## src/rtl/vram_arbiter_if.sv

```systemverilog
// vram_arbiter_if: bundles the display port, CPU port and VRAM macro port of
// the VRAM arbiter.
//   display : d_req/d_addr in, d_gnt out, d_rvalid/d_rdata out
//   cpu     : c_req/c_we/c_addr/c_wdata in, c_ready out, c_rvalid/c_rdata out
//   ram     : m_addr/m_din/m_wren out, m_dout in (one-cycle read latency)
// slave  = arbiter side, master = requesters + RAM side.
interface vram_arbiter_if;
  logic        d_req;
  logic [12:0] d_addr;
  logic        d_gnt;
  logic        d_rvalid;
  logic [15:0] d_rdata;
  logic        c_req;
  logic        c_we;
  logic [12:0] c_addr;
  logic [15:0] c_wdata;
  logic        c_ready;
  logic        c_rvalid;
  logic [15:0] c_rdata;
  logic [13:0] m_addr;
  logic [15:0] m_din;
  logic        m_wren;
  logic [15:0] m_dout;

  modport slave (
    input  d_req, d_addr, c_req, c_we, c_addr, c_wdata, m_dout,
    output d_gnt, d_rvalid, d_rdata, c_ready, c_rvalid, c_rdata,
           m_addr, m_din, m_wren
  );

  modport master (
    output d_req, d_addr, c_req, c_we, c_addr, c_wdata, m_dout,
    input  d_gnt, d_rvalid, d_rdata, c_ready, c_rvalid, c_rdata,
           m_addr, m_din, m_wren
  );
endinterface

```

## src/rtl/vram_arbiter.sv

```systemverilog
// vram_arbiter: shares a single-port VRAM between display scan-out and CPU.
// Display reads have priority; after STARVE_LIMIT consecutive display grants
// with the CPU side waiting, the CPU side is forced one slot. CPU writes are
// posted into a one-entry buffer and drained in a later slot; CPU reads wait
// until that buffer is empty so they always observe prior writes.
//   clk    : system clock
//   resetn : asynchronous active-low reset
//   bus    : display / CPU / RAM signals (vram_arbiter_if.slave)
module vram_arbiter #(
  parameter int STARVE_LIMIT = 4
) (
  input logic           clk,
  input logic           resetn,
  vram_arbiter_if.slave bus
);

  typedef enum logic [1:0] {OWN_NONE, OWN_DISP, OWN_WBUF, OWN_CRD} own_e;
  typedef enum logic [1:0] {TAG_NONE, TAG_DISP, TAG_CRD} tag_e;

  localparam logic [3:0] LIMIT = 4'(STARVE_LIMIT);

  logic        wbuf_valid_q, wbuf_valid_d;
  logic [12:0] wbuf_addr_q;
  logic [15:0] wbuf_data_q;
  logic [3:0]  starve_q, starve_d;
  tag_e        rtag_q, rtag_d;
  own_e        own;
  logic        cpu_pend;
  logic        wr_acc;

  // Slot owner. Grants are forced off while reset is asserted so the
  // combinational outputs read 0 during reset as well.
  always_comb begin
    cpu_pend = wbuf_valid_q | (bus.c_req & ~bus.c_we);
    own      = OWN_NONE;
    if (!resetn)
      own = OWN_NONE;
    else if (cpu_pend && (starve_q == LIMIT || !bus.d_req))
      own = wbuf_valid_q ? OWN_WBUF : OWN_CRD;
    else if (bus.d_req)
      own = OWN_DISP;
  end

  // A write is accepted into an empty buffer, or into the buffer being
  // drained this cycle (load and drain at the same edge).
  assign wr_acc = resetn & bus.c_req & bus.c_we & (~wbuf_valid_q | (own == OWN_WBUF));

  assign bus.d_gnt   = (own == OWN_DISP);
  assign bus.c_ready = wr_acc | (bus.c_req & ~bus.c_we & (own == OWN_CRD));

  always_comb begin
    bus.m_addr = '0;
    bus.m_din  = '0;
    bus.m_wren = 1'b0;
    case (own)
      OWN_DISP: bus.m_addr = {1'b0, bus.d_addr};
      OWN_WBUF: begin
        bus.m_addr = {1'b0, wbuf_addr_q};
        bus.m_din  = wbuf_data_q;
        bus.m_wren = 1'b1;
      end
      OWN_CRD:  bus.m_addr = {1'b0, bus.c_addr};
      default:  ;
    endcase
  end

  always_comb begin
    wbuf_valid_d = wbuf_valid_q;
    if (wr_acc)
      wbuf_valid_d = 1'b1;
    else if (own == OWN_WBUF)
      wbuf_valid_d = 1'b0;

    starve_d = starve_q;
    if (own == OWN_WBUF || own == OWN_CRD || !cpu_pend)
      starve_d = '0;
    else if (own == OWN_DISP && starve_q != LIMIT)
      starve_d = starve_q + 4'd1;

    case (own)
      OWN_DISP: rtag_d = TAG_DISP;
      OWN_CRD:  rtag_d = TAG_CRD;
      default:  rtag_d = TAG_NONE;
    endcase
  end

  always_ff @(posedge clk or negedge resetn) begin
    if (!resetn) begin
      wbuf_valid_q <= 1'b0;
      wbuf_addr_q  <= '0;
      wbuf_data_q  <= '0;
      starve_q     <= '0;
      rtag_q       <= TAG_NONE;
    end else begin
      wbuf_valid_q <= wbuf_valid_d;
      if (wr_acc) begin
        wbuf_addr_q <= bus.c_addr;
        wbuf_data_q <= bus.c_wdata;
      end
      starve_q <= starve_d;
      rtag_q   <= rtag_d;
    end
  end

  // The tag says which port owns the RAM data returning this cycle.
  assign bus.d_rvalid = (rtag_q == TAG_DISP);
  assign bus.c_rvalid = (rtag_q == TAG_CRD);
  assign bus.d_rdata  = bus.d_rvalid ? bus.m_dout : 16'h0000;
  assign bus.c_rdata  = bus.c_rvalid ? bus.m_dout : 16'h0000;

endmodule

```

## src/flat_wrapper.sv

```systemverilog
// flat-port wrapper written by rule: the top's interface ports become plain ports
module vram_arbiter_flat 
#(
  parameter int STARVE_LIMIT = 4
)
  (clk, resetn, bus_d_req, bus_d_addr, bus_c_req, bus_c_we, bus_c_addr, bus_c_wdata, bus_m_dout, bus_d_gnt, bus_d_rvalid, bus_d_rdata, bus_c_ready, bus_c_rvalid, bus_c_rdata, bus_m_addr, bus_m_din, bus_m_wren);
  vram_arbiter_if bus_i ();
  input logic clk;
  input logic resetn;
  input wire logic [$bits(bus_i.d_req)-1:0] bus_d_req;
  input wire logic [$bits(bus_i.d_addr)-1:0] bus_d_addr;
  input wire logic [$bits(bus_i.c_req)-1:0] bus_c_req;
  input wire logic [$bits(bus_i.c_we)-1:0] bus_c_we;
  input wire logic [$bits(bus_i.c_addr)-1:0] bus_c_addr;
  input wire logic [$bits(bus_i.c_wdata)-1:0] bus_c_wdata;
  input wire logic [$bits(bus_i.m_dout)-1:0] bus_m_dout;
  output wire logic [$bits(bus_i.d_gnt)-1:0] bus_d_gnt;
  output wire logic [$bits(bus_i.d_rvalid)-1:0] bus_d_rvalid;
  output wire logic [$bits(bus_i.d_rdata)-1:0] bus_d_rdata;
  output wire logic [$bits(bus_i.c_ready)-1:0] bus_c_ready;
  output wire logic [$bits(bus_i.c_rvalid)-1:0] bus_c_rvalid;
  output wire logic [$bits(bus_i.c_rdata)-1:0] bus_c_rdata;
  output wire logic [$bits(bus_i.m_addr)-1:0] bus_m_addr;
  output wire logic [$bits(bus_i.m_din)-1:0] bus_m_din;
  output wire logic [$bits(bus_i.m_wren)-1:0] bus_m_wren;
  assign bus_i.d_req = bus_d_req;
  assign bus_i.d_addr = bus_d_addr;
  assign bus_i.c_req = bus_c_req;
  assign bus_i.c_we = bus_c_we;
  assign bus_i.c_addr = bus_c_addr;
  assign bus_i.c_wdata = bus_c_wdata;
  assign bus_i.m_dout = bus_m_dout;
  assign bus_d_gnt = bus_i.d_gnt;
  assign bus_d_rvalid = bus_i.d_rvalid;
  assign bus_d_rdata = bus_i.d_rdata;
  assign bus_c_ready = bus_i.c_ready;
  assign bus_c_rvalid = bus_i.c_rvalid;
  assign bus_c_rdata = bus_i.c_rdata;
  assign bus_m_addr = bus_i.m_addr;
  assign bus_m_din = bus_i.m_din;
  assign bus_m_wren = bus_i.m_wren;
  vram_arbiter #(.STARVE_LIMIT(STARVE_LIMIT)) u_core (.clk(clk), .resetn(resetn), .bus(bus_i));
endmodule
```

## config.mk

```make
export PLATFORM = sky130hd
export DESIGN_NAME = vram_arbiter_flat
export DESIGN_NICKNAME = d
export VERILOG_FILES = /design/src/rtl/vram_arbiter_if.sv /design/src/rtl/vram_arbiter.sv /design/src/flat_wrapper.sv
export SDC_FILE = /design/constraint.sdc
export NUM_CORES = 1
export LEC_CHECK = 0
export BUFFER_PORTS_ARGS = -buffer_cell sky130_fd_sc_hd__buf_4
export CAP_MARGIN = 20
export CORE_MARGIN = 2
export CORE_UTILIZATION = 47
export CTS_BUF_LIST = sky130_fd_sc_hd__clkbuf_4
export DETAILED_ROUTE_END_ITERATION = 16
export PLACE_DENSITY = 0.87
export SETUP_SLACK_MARGIN = 0.5
export SLEW_MARGIN = 10
export SYNTH_ARGS = -nofsm -noshare
export SYNTH_HDL_FRONTEND = slang
export SYNTH_SLANG_ARGS = --single-unit
```

## constraint.sdc

```tcl
create_clock -name clk -period 3.05 [get_ports clk]
set_input_delay 0 -clock clk [delete_from_list [all_inputs] [get_ports clk]]
set_output_delay 0 -clock clk [all_outputs]
set_load 0.02 [all_outputs]
```

# Word level (Yosys, flattened, before mapping)
# Cells that the tools add are included.
[op_classes]
n_addsub = 1
n_eq_ne = 7
mux = 14
n_reduce_logical = 9
bitwise_logic = 10
[op_table]
columns = ["op", "count"]
rows = [
  ["$mux W16", 3],
  ["$pmux W13 S3", 1],
  ["$mux W4", 2],
  ["$eq A2 B2 Y1 const B", 3],
  ["$and A1 B1 Y1", 5],
  ["$mux W1", 5],
  ["$add A4 B1 Y4 const B", 1],
  ["$eq A2 B1 Y1 const B", 2],
  ["$eq A4 B3 Y1 const B", 1],
  ["$mux W2", 2],
  ["$ne A4 B3 Y1 const B", 1],
  ["$pmux W2 S2", 1],
  ["$reduce_bool A2 Y1", 2],
  ["$logic_or A1 B1 Y1", 3],
  ["$or A1 B1 Y1", 3],
  ["$logic_and A1 B1 Y1", 2],
  ["$logic_not A1 Y1", 2],
  ["$not A1 Y1", 2],
]
[totals]
elab_cells = 46
regBits = 36
inputBits = 63
out_inout_bits = 67

# Logic depth before layout (Yosys ltp)
# Gate-level depths: netlist of run 1.
[depth]
depth_word = 10
depth_mapped = 7
depth_no_buf = 6

# Least setup slack after synthesis of run 1
# OpenSTA, ideal clock, no wires.
[synth_timing]
path_kind = "reg2reg"
from = "register u_core.starve_q[0]"
to = "register u_core.wbuf_addr_q[0]"
setup_time_ns = 0.125
t_required_ns = 2.925
path_buffers = 1
t_arrival_ns = 1.558
synth_period_minus_slack_ns = 1.683
path_stages_with_launch = 7
setup_slack_ns = 1.367
cell_sequence = "dfrtp_1 > inv_1 > ha_1 > and3b_1 > o21ai_1 > buf_2 > mux2_2"
[synth_via]
elab_chain_len = 8
[synth_rtl]
columns = ["element", "line_no", "source"]
rows = [
  ["start, declared", "vram_arbiter.sv:25", "logic [3:0] starve_q, starve_d;"],
  ["start signal, assigned", "vram_arbiter.sv:100", "starve_q <= starve_d;"],
  ["$eq A4 B3 Y1", "vram_arbiter.sv:38", "else if (cpu_pend && (starve_q == LIMIT || !bus.d_req))"],
  ["$logic_or A1 B1 Y1", "vram_arbiter.sv:38", ""],
  ["$logic_and A1 B1 Y1", "vram_arbiter.sv:38", ""],
  ["$mux W2", "vram_arbiter.sv:38", ""],
  ["$mux W2", "vram_arbiter.sv:36", "if (!resetn)"],
  ["$eq A2 B2 Y1", "vram_arbiter.sv:46", "assign wr_acc = resetn & bus.c_req & bus.c_we & (~wbuf_valid_q | (own == OWN_WBUF));"],
  ["$or A1 B1 Y1", "vram_arbiter.sv:46", ""],
  ["$and A1 B1 Y1", "vram_arbiter.sv:46", ""],
  ["end signal, assigned", "vram_arbiter.sv:97", "wbuf_addr_q <= bus.c_addr;"],
  ["end, declared", "vram_arbiter.sv:23", "logic [12:0] wbuf_addr_q;"],
]
# Every way passes these cells.
# A chain may end at the register's enable or synchronous reset.

# Worst setup path after layout of run 1
[layout_timing]
from = "register u_core.starve_q[0]"
to = "output port bus_m_addr[7]"
[layout_via]
elab_chain_len = 7
word_cells_on_any_way = 9
cone_classes = "4 x eq/ne; 3 x mux; 2 x reduce/logical"
[layout_rtl]
columns = ["element", "line_no", "source"]
rows = [
  ["$eq A4 B3 Y1 (*)", "vram_arbiter.sv:38", ""],
  ["$logic_or A1 B1 Y1 (*)", "vram_arbiter.sv:38", ""],
  ["$logic_and A1 B1 Y1 (*)", "vram_arbiter.sv:38", ""],
  ["$mux W2 (*)", "vram_arbiter.sv:38", ""],
  ["$mux W2 (*)", "vram_arbiter.sv:36", ""],
  ["$eq A2 B2 Y1 / $eq A2 B1 Y1 (equally long branches)", "vram_arbiter.sv:55", "case (own)"],
  ["$pmux W13 S3 (*)", "vram_arbiter.sv:55", ""],
  ["end, declared", "flat_wrapper.sv:23", "output wire logic [$bits(bus_i.m_addr)-1:0] bus_m_addr;"],
]
# Mark *: on every way between the ends. The rest lies on a longest branch, timed or not.

==> results of run 1 <==
[per-stage QoR]
step / power (mW) / hold WS, ps / setup WS [ps] / cells
after floorplan: 0.7979 / -295.6 / 1367 / 192
after detailed placement: 0.9656 / -92.97 / 918.5 / 363
after global routing: 1.323 / 53.85 / 556.3 / 402
final: 1.253 / 58.03 / 701.4 / 402
after global placement: 0.9494 / -96.72 / 1004 / 363
after CTS: 1.252 / 48.12 / 681.1 / 402
[kinds of logic (layout without fill, tap and decap cells)]
kind of cell / Yosys count / after routing / synth area share [%]
compound gates: 22 / 22 / 9.152
buf+inv: 17 / 175 / 3.904
simple gates: 85 / 85 / 25.69
other cells: 1 / 1 / 0.1829
flops: 36 / 36 / 43.93
mux: 29 / 29 / 15.92
fa+ha+maj: 2 / 2 / 1.220
[flip-flops by register name (all words and copies together) (netlist names)]
name	count
u_core.rtag_q	2
u_core.starve_q	4
u_core.wbuf_addr_q	13
u_core.wbuf_data_q	16
u_core.wbuf_valid_q	1
[layer usage]
metal,wire length [um],share of wire [%]
met2,3569,56
met4,94,1.5
met3,463,7.3
met5,0,0
met1,2214,35
[cells in the mapped netlist, types with 3 or more instances]
cell type	number	area, sq um
clkbuf_1	6	22.52
buf_2	4	20.02
and3_1	15	93.84
nand2_1	4	15.01
nor2b_1	4	25.02
dfrtp_1	36	900.9
and2_1	51	319.1
o21ai_1	3	15.01
a221o_1	13	130.1
inv_1	4	15.01
buf_4	3	22.52
mux2_2	27	304.0
[timing repair]
action                                  4_1_cts  5_1_grt
endpoints found under the setup margin        0        7
hold buffers                                 31        0
endpoints found under the hold margin        66        0
gates resized for setup                       0        2
[layout make-up]
type / count / area (sq um)
Clock buffer: 6 / 45.04
Sequential cell: 36 / 900.9
Tap cell: 52 / 65.06
Multi-Input combinational cell: 139 / 1079
Timing Repair Buffer: 163 / 1314
Inverter: 4 / 15.01
Fill cell: 276 / 834.6
Clock inverter: 2 / 11.26
[power breakdown]
group / internal (mW) / total [mW] / switching [mW]
registers: 0.564 / 0.612 / 0.0482
clock network: 0.0967 / 0.255 / 0.158
logic: 0.222 / 0.386 / 0.164
[worst paths after layout]
kind / end / slack, ps / depth (start not counted)
worst max-delay path: bus_m_addr[7] / 700 / 8
worst min-delay path: u_core.wbuf_valid_q / 60 / 3
worst max register to register: u_core.wbuf_data_q[11] / 850 / 6
worst min register to register: u_core.wbuf_data_q[4] / 510 / 1
max in group asynchronous: u_core.wbuf_addr_q[12] / 2400 / 3
min in group asynchronous: u_core.wbuf_data_q[14] / 90 / 2
[worst max-delay path: cells and delay by family, from the launching register on]
family	cells	cell delay (ps)
AND/OR/NAND/NOR	3	510
buffers and inverters	3	470
flip-flops	1	430
adder cells (fa/ha/maj)	1	230
AO/OA/AOI/OAI	1	370
==> results_dict.tcl, run 1 <==
set metrics [dict create \
    htreeDepth 2 \
    cp_slowest_stage_delay_ps 430 \
    hold_violations 0 \
    maxSlewViolCount 0 \
    syn_to_final_growth_pct 67.24 \
    clock_skew_ps 7.755 \
    layout-drive-gt1-share_pct 48.57 \
    cts_max_path_buffers 2 \
    ys_ff_latch 36 \
    ir_worst_vdd_uv 296.3 \
    worstPathRequired_ps 3050 \
    setup.worst_path.start_class "register" \
    gp_congestion 0.8509 \
    grtUsageMet3_pct 6.494 \
    slowest_stage "dfrtp_1" \
    die-area_sq_um 4908 \
    grt_pass1_wl_mm 10.29 \
    crit_path_max_fanout 21 \
    slew_headroom_pct 45.76 \
    grt_max_degree 24 \
    io_buffers 128 \
    busiest_layer "met2" \
    diodes 0 \
    root_buffer "clkbuf_4" \
    dp_hpwl_mm 4.191 \
    crit_chain "inv_1, ha_1, nand3b_1, nand2_1, and3_2, buf_4, a221o_1, buf_4" \
    ys_async_sr_fraction_pct 100.0 \
    finalCritPeriodShare_pct 77.00 \
    use_met1_pct 29.51 \
    cts-buffers-inserted 5 \
    postCtsSetupBuffers 0 \
    rsz0062_at_grt "no" \
    dpl_cell_area_sq_um 3058 \
    synth_seq_area_share_pct 43.93 \
    route.detailed.drc 0 \
    synth-edff-count 0 \
    drt_iter0_markers 48 \
    worst_slew_pin_slew_ps 811.9 \
    path_clk_slew_ps 100 \
    synth_ff_type "dfrtp_1" \
    clock-sinks 36 \
    antenna_found_initial 0 \
    drv_cap 0 \
    status "complete, no violations" \
    cts_tree "done" \
    fin_area_sq_um 3430 \
    powerDensity_nw_per_um2 365.3 \
    die_width_um 70.06 \
    mostFrequentLayoutCells "buf_4, and2_1, dfrtp_1" \
    crit-reg2reg-launch "u_core.starve_q[0]" \
    io_pins 130 \
    syn_area_sq_um 2051 \
    placeableCoreArea_sq_um 4264 \
    ant_nets 0 \
    timing.setup.tns_ps 0 \
    via_count 2066 \
    num_rows 24 \
    die_h_um 70.06 \
    min_period_ps 2349 \
    end_kind "primary output" \
    start_util_pct 48.09 \
    synth_cells 192 \
    final_util_pct 80.43 \
    criticalPathCategory "register to primary output" \
    gr-total-overflow 0 \
    final_common_cell "buf_4" \
    yosys_warnings 0 \
    grt_pass1_vias 2147 \
    hold_path.class "input port to register" \
    synth.distinct_cells 28 \
    worstSkewPairLatency_ps 340 \
    arrival_ps 2350 \
    synth_nets 257 \
    syn_avg_cell_area_sq_um 10.68 \
    setup_viol 0 \
    grt_util_met2_pct 50.05 \
    hp-start "bus_c_req" \
    routedWlPerCell_um 15.78 \
    path_common_cell "buf_4" \
    track_usage_pct 26.60 \
    fmax_mhz 425.8 \
    viasPerCell 5.139 \
    wirelength_mm 6.342 \
    nets 414 \
    power.leakage_nw 1.767 \
    cp-startpoint "u_core.starve_q[0]" \
    firstDrtPassIters 4 \
]
No activity file was read; power rests on OpenSTA's default activity.
==> inputs of run 2 (changes only) <==
Settings changed: CORE_UTILIZATION 47 to 44, PLACE_DENSITY 0.87 to 0.82.
Clock period 3.05 ns to 2.46 ns, I/O delays scaled along.
==> results_dict.tcl, run 2 (same netlist as run 1, synthesis figures left out) <==
set metrics [dict create \
    status "complete, no violations" \
    p_total_mw 1.543 \
    die_h_um 72.27 \
    rsz0062_at_grt "yes" \
    drv_cap 0 \
    antenna_found_initial 0 \
    routedWlPerCell_um 15.91 \
    end_kind "primary output" \
    worstSkewPairLatency_ps 340 \
    path_clk_slew_ps 100 \
    finalCritPeriodShare_pct 84.19 \
    final_util_pct 81.29 \
    num_rows 24 \
    start_util_pct 46.46 \
    diodes 0 \
    powerDensity_nw_per_um2 430.0 \
    power.leakage_nw 1.838 \
    nets 427 \
    io_buffers 128 \
    io_pins 130 \
    grt_pass1_vias 2065 \
    hold_violations 0 \
    cts_tree "done" \
    ir_worst_vdd_uv 416.7 \
    wirelength_mm 6.554 \
    mostFrequentLayoutCells "buf_4, and2_1, dfrtp_1" \
    maxSlewViolCount 0 \
    die_width_um 72.27 \
    min_period_ps 2071 \
    gr-total-overflow 0 \
    dp_hpwl_mm 4.181 \
    viasPerCell 5.201 \
    firstDrtPassIters 4 \
    hold_path.class "input port to register" \
    place_inst 365 \
    syn_to_final_growth_pct 74.98 \
    gp_congestion 0.8218 \
    via_count 2143 \
    worst_slew_pin_slew_ps 824.6 \
    drt_iter0_markers 85 \
    arrival_ps 2070 \
    criticalPathCategory "register to primary output" \
    final_common_cell "buf_4" \
    die-area_sq_um 5223 \
    placeableCoreArea_sq_um 4414 \
    worstPathRequired_ps 2460 \
    layout-drive-gt1-share_pct 52.78 \
    ant_nets 0 \
    fill_cells 274 \
    clock-sinks 36 \
    crit_path_max_fanout 6 \
    cts-buffers-inserted 5 \
    largest_register_ffs 16 \
    track_usage_pct 24.54 \
    cts_max_path_buffers 2 \
    clock_skew_ps 5.923 \
    grt_pass1_wl_mm 9.977 \
    route.detailed.drc 0 \
    htreeDepth 2 \
    setup_viol 0 \
    fmax_mhz 482.9 \
    fin_cells 412 \
    slew_headroom_pct 44.91 \
    root_buffer "clkbuf_4" \
    top_register "u_core.wbuf_data_q" \
    timing.setup.tns_ps 0 \
    setup.worst_path.start_class "register" \
    grt_max_degree 24 \
    reg_top3 "u_core.wbuf_data_q: 16 flops, u_core.wbuf_addr_q: 13 flops, u_core.starve_q: 4 flops" \
]
==> run 2: cell types whose count changed in the layout (fill, tap and decap cells not counted), moves of 2 or more <==
cell     change
inv_1        -2
inv_2        +2
buf_6       +11
o21ai_4      +2
buf_4        +4
==> run 2: layout make-up <==
cell class,count,area [sq um],area share (%)
Multi-Input combinational cell,139,1132,31.56
Sequential cell,36,900.9,25.10
Tap cell,52,65.06,1.813
Clock buffer,5,37.54,1.046
Timing Repair Buffer,176,1438,40.06
Inverter,4,15.01,0.4184
==> run 2: power by group <==
part	total (mW)	internal [mW]	switching, mW
Clock	0.277	0.0956	0.182
Combinational	0.509	0.299	0.210
Sequential	0.756	0.699	0.0569
Total	1.54	1.09	0.449
==> run 2: worst max-delay path, stage by stage, from the launching register on <==
cell and delay, ps:
dfrtp_1 380, inv_2 60, ha_4 160, and3b_2 240
o21ai_4 170, nor3b_4 80, buf_6 150, a221o_1 350
buf_6 140
==> run 2: metrics by stage <==
stage | hold slack [ps] | worst slack, ps | instance area (sq um)
after global routing | 9.971 | 292.7 | 3588
after detailed placement | -105.6 | 501.5 | 3060
after floorplan | -295.6 | 777.1 | 2051
final | 10.82 | 389.0 | 3588
after CTS | 9.300 | 456.6 | 3515
after global placement | -107.6 | 555.2 | 3060
==> run 2: path summary, 6_finish.rpt <==
check	slack (ps)	start	cells after the start	to
setup / recovery	390	u_core.starve_q[0]	8	bus_m_addr[5]
hold / removal	10	bus_d_req	3	u_core.starve_q[3]
setup reg to reg	560	u_core.starve_q[0]	7	u_core.wbuf_addr_q[7]
hold reg to reg	500	u_core.wbuf_data_q[1]	1	u_core.wbuf_data_q[1]
max in group asynchronous	1780	resetn	3	u_core.wbuf_addr_q[3]
min in group asynchronous	90	resetn	2	u_core.wbuf_data_q[14]
==> run 2: timing repair <==
action / 4_1_cts / 5_1_grt
hold buffers: 30 / 0
gates resized for setup: 13 / 15
setup buffers: 9 / 2
endpoints found under the setup margin: 31 / 23
cloned: 0 / 1
endpoints found under the hold margin: 65 / 0
pin swaps: 3 / 8
==> run 2: per-layer routing <==
metal | GRT usage, % | wire length [um]
met5 | 0 | 0
met1 | 28.22 | 2445
met4 | 7.128 | 102
met2 | 44.14 | 3407
met3 | 7.083 | 599
